**src/rtl/serial_add_ctrl.sv**
```systemverilog
// serial_add_ctrl: bit-serial adder controller driving one external full_adder cell, LSB first.
// Define SERIAL_ADD_OVF_EN to add the registered signed-overflow output ovf.
module serial_add_ctrl #(
    parameter int WIDTH = 8
) (
    input  logic             clk,
    input  logic             rst_n,
    input  logic             start,
    input  logic [WIDTH-1:0] a,
    input  logic [WIDTH-1:0] b,
    input  logic             cin,
    output logic             busy,
    output logic             done,
    output logic [WIDTH-1:0] sum,
    output logic             cout,
    output logic             fa_a,
    output logic             fa_b,
    output logic             fa_cin,
    input  logic             fa_sum,
    input  logic             fa_carry
`ifdef SERIAL_ADD_OVF_EN
    ,
    output logic             ovf
`endif
);
    localparam int CW = $clog2(WIDTH);
    typedef enum logic [1:0] {IDLE, RUN, DONE} state_t;
    state_t           state_q, state_d;
    logic [WIDTH-1:0] a_sh_q, b_sh_q, s_sh_q, sum_q;
    logic [WIDTH-1:0] s_sh_d;
    logic [CW-1:0]    cnt_q;
    logic             carry_q, cout_q, run, last;
    assign run    = state_q == RUN;
    assign last   = cnt_q == CW'(WIDTH - 1);
    assign s_sh_d = {fa_sum, s_sh_q[WIDTH-1:1]};
    always_ff @(posedge clk or negedge rst_n) begin
        if (!rst_n) state_q <= IDLE;
        else        state_q <= state_d;
    end
    always_comb begin
        state_d = state_q;
        case (state_q)
            IDLE:    state_d = start ? RUN : IDLE;
            RUN:     state_d = last ? DONE : RUN;
            default: state_d = IDLE;
        endcase
    end
    always_comb begin
        busy   = state_q != IDLE;
        done   = state_q == DONE;
        fa_a   = run ? a_sh_q[0] : 1'b0;
        fa_b   = run ? b_sh_q[0] : 1'b0;
        fa_cin = run ? carry_q : 1'b0;
        sum    = sum_q;
        cout   = cout_q;
    end
    always_ff @(posedge clk or negedge rst_n) begin
        if (!rst_n) begin
            a_sh_q  <= '0;
            b_sh_q  <= '0;
            s_sh_q  <= '0;
            sum_q   <= '0;
            cnt_q   <= '0;
            carry_q <= 1'b0;
            cout_q  <= 1'b0;
        end else if (state_q == IDLE && start) begin
            a_sh_q  <= a;
            b_sh_q  <= b;
            carry_q <= cin;
            cnt_q   <= '0;
        end else if (run) begin
            a_sh_q  <= a_sh_q >> 1;
            b_sh_q  <= b_sh_q >> 1;
            s_sh_q  <= s_sh_d;
            carry_q <= fa_carry;
            cnt_q   <= cnt_q + 1'b1;
            if (last) begin
                sum_q  <= s_sh_d;
                cout_q <= fa_carry;
            end
        end
    end
`ifdef SERIAL_ADD_OVF_EN
    // Signed overflow: carry into the MSB differs from carry out of it.
    logic ovf_q;
    always_ff @(posedge clk or negedge rst_n) begin
        if (!rst_n)           ovf_q <= 1'b0;
        else if (run && last) ovf_q <= fa_carry ^ carry_q;
    end
    assign ovf = ovf_q;
`endif
endmodule

```
**config.mk**
```make
export PLATFORM = sky130hd
export DESIGN_NAME = serial_add_ctrl
export DESIGN_NICKNAME = d
export VERILOG_FILES = /design/src/rtl/serial_add_ctrl.sv
export SDC_FILE = /design/constraint.sdc
export NUM_CORES = 1
export LEC_CHECK = 0
export ABC_AREA = 1
export BUFFER_PORTS_ARGS = -buffer_cell sky130_fd_sc_hd__buf_2
export CAP_MARGIN = 20
export CORE_MARGIN = 1.5
export CORE_UTILIZATION = 55
export DETAILED_ROUTE_END_ITERATION = 8
export PLACE_DENSITY = 0.84
export REMOVE_ABC_BUFFERS = 1
export SLEW_MARGIN = 30
export SYNTH_ARGS = -nofsm -noshare
export SYNTH_HDL_FRONTEND = slang
export SYNTH_SLANG_ARGS = --single-unit
```
**constraint.sdc**
```tcl
create_clock -name clk -period 3.1 [get_ports clk]
set_clock_uncertainty 0.1 [all_clocks]
set_input_delay 0.155 -clock clk [delete_from_list [all_inputs] [get_ports clk]]
set_output_delay 0.155 -clock clk [all_outputs]
set_load 0.05 [all_outputs]
```
==> flow_summary_export.csv <==
group,metric,value,unit
outcome,outcome,"complete, no violations",
place,port_buffers,35,
setup_path,worst-path-buf-inv,1,
sta,slew_headroom,45.8,%
setup_path,reg2reg_setup_slack,0.74,ns
sta,maxSlewViolCount,0,
pwr,peakVddDrop,0.000556,V
sta,fin_ws,0.742,ns
yosys,ys_types,21,
clock_tree,cts_buffer_depth,2,
min_path,hp-start,"b[5]",
drt,wl,3440,um
finish,fin_util,68.4,%
floorplanning,core,0.00313,sq mm
setup_path,worst-path-max-fanout,20,
clock_tree,cts_resized,0,
place,detailed_place_hpwl,2260,um
finish,layout_commonest_cell,"nand2_1",
setup_path,end_kind,"flop",
place,gp_congestion,0.788,
sta,finalCritPeriodShare,76.1,%
setup_path,timing.rr.end,"carry_q$_DFFE_PN0P_",
yosys,postSynthAreaPerCell,8.30,sq um
drt,final_antenna_net_count,0,
global_routing,grt_max_degree,39,
setup_path,crit_chain,"o21ai_2, nand2_1, nand3_2, dlygate4sd3_1",
setup_path,criticalPathCategory,"reg2reg",
setup_path,setup.worst_path.start_class,"flop",
yosys,synth_seq_cells,38,
setup_path,cp_slowest_cell,"o21ai_2",
sta,tightest_slew,0.813,ns
finish,fillers,273,
global_routing,globalRouteTotalUtil,21.8,%
setup_path,crit-reg2reg-launch,"state_q[0]$_DFF_PN0_",
finish,multi_input_comb_area,726,sq um
finish,finalNonFillerCells,307,
yosys,yosys_warnings,0,
clock_tree,htreeDepth,2,
setup_path,endpoint,"carry_q$_DFFE_PN0P_",
yosys,synth_cells,224,
clock_tree,numCtsBuffers,5,
finish,diodes,0,
sta,setup_tns,0,ns
global_routing,antenna_found_initial,0,
sta,finalSetupViolCount,0,
drt,wire_per_inst,11.2,um
setup_path,crit_start,"state_q[0]$_DFF_PN0_",
finish,final-seq-area,951,sq um
pwr,power.total,0.00211,W
floorplanning,initial_core_util,59.4,%
clock_tree,numClockSinks,38,
yosys,yosysSeqAreaShare,51.1,%
drt,firstDrtPassIters,4,
yosys,synth_area,0.00186,sq mm
place,place_inst,292,
finish,layout.nets,288,
drt,drt_iter0_markers,84,
setup_path,max_stage_delay,0.74,ns
finish,syn2layout_area_growth,15.0,%
setup_path,cp_top_family,"compound AO/OA/AOI/OAI gates",
sta,layout_min_cycle_time,2.36,ns
place,pre_cts_ws,1.31,ns
min_path,hold_class,"in2reg",
floorplanning,rows,20,
setup_path,required,3.29,ns
clock_tree,cts-root-buf,"clkbuf_4",
clock_tree,clock_latency,0.34,ns
floorplanning,dieArea,0.00374,sq mm
clock_tree,cts_tree,"built",
sta,grt_setup_unrepaired,"no",
drt,vias,1480,
floorplanning,die_y,61.1,um
pwr,power_density,985,mW/mm^2
finish,drive_gt1_share,22.1,%
global_routing,grt_pass1_vias,1339,
finish,final_cell_mix,"nand2_1 (98), dfrtp_1 (38), buf_2 (35)",
global_routing,grt.overflow.total,0,
sta,clock.fmax,424,MHz
pwr,power.leakage,1.22,nW
drt,avgViaCountPerCell,4.82,
drt,drc_errors,0,
clock_tree,path_clk_slew,0.10,ns
setup_path,reg2reg_depth,4,
sta,final_hold_viol_count,0,
setup_path,crit_arrival,2.54,ns
floorplanning,dieWidth,61.1,um
flow_run,maxCapViolCount,0,
floorplanning,ioPinCount,36,
setup_path,worstSetupPathDepth,4,
global_routing,grt_pass1_wl,5860,um
[report_power, final]
group	switching [W]	leakage (nW)	internal [W]
clock	0.000149	0.0302	0.000102
combinational	0.000689	0.707	0.000296
sequential	0.000158	0.479	0.000712
[cell usage after synthesis, drive strengths merged]
library cell    n  area, sq um
nand2         104          419
o21ai           9         60.1
clkbuf          1         3.75
buf            10         88.8
nor2            6         46.3
inv            22         90.1
dfrtp          38          951
ha              2         25.0
nand3          32          175
[final cells by class]
class / count / share of cell area (%)
Inverter: 22 / 4.21
Clock buffer: 6 / 2.40
Tap cell: 44 / 2.57
Sequential cell: 38 / 44.5
Timing Repair Buffer: 44 / 12.4
Multi-Input combinational cell: 153 / 33.9
[registers in the layout, indices dropped and copies added (netlist names)]
name and flops:
a_sh_q 8, b_sh_q 8, sum 8, s_sh_q 7, cnt_q 3, state_q 2
carry_q 1, cout 1
[stage by stage]
stage	hold WS, ns	area, sq um
floorplan	-0.241	1770
global placement	0.198	2000
detailed placement	0.202	2000
CTS	0.00389	2140
global route	0.0245	2140
finish	0.00647	2140
[worst min path at each step]
stage,depth (start not counted),slack [ns],end
after global routing,5,0.02,b_sh_q[4]$_DFFE_PN0P_
final,5,0.006,b_sh_q[5]$_DFFE_PN0P_
after global placement,1,0.20,b_sh_q[7]$_DFFE_PN0P_
after CTS,5,0.004,b_sh_q[5]$_DFFE_PN0P_
after floorplan,0,-0.24,a_sh_q[0]$_DFFE_PN0P_
after detailed placement,1,0.20,b_sh_q[7]$_DFFE_PN0P_
[worst reg2reg max path: stages (launching register included)]
cell and delay [ns]:
dfrtp_1 0.66, o21ai_2 0.75, nand2_1 0.16, nand3_2 0.09, dlygate4sd3_1 0.54
[routing by layer]
| layer | wire length, um | vias to the layer above | track usage [%] |
|---|---|---|---|
| met1 | 1610 | 671 | 28.9 |
| met3 | 130 | 7 | 5.67 |
| met5 | 0 | - | 0 |
| li1 | - | 766 | - |
| met4 | 72 | 0 | 9.32 |
| met2 | 1630 | 36 | 33.9 |
[kinds of logic after synthesis]
group / synth area share, %
adders and majority gates: 1.35
and+or+nand+nor: 34.5
AOI/OAI and AO/OA: 3.23
DFF: 51.1
buffers and inverters: 9.82
[repair_timing]
| action | CTS | global route |
|---|---|---|
| endpoints found under the hold margin | 47 | 0 |
| setup buffers | 0 | 0 |
| hold buffers | 9 | 0 |
| setup endpoints to repair | 0 | 0 |
(Power assumes the default switching activity.)
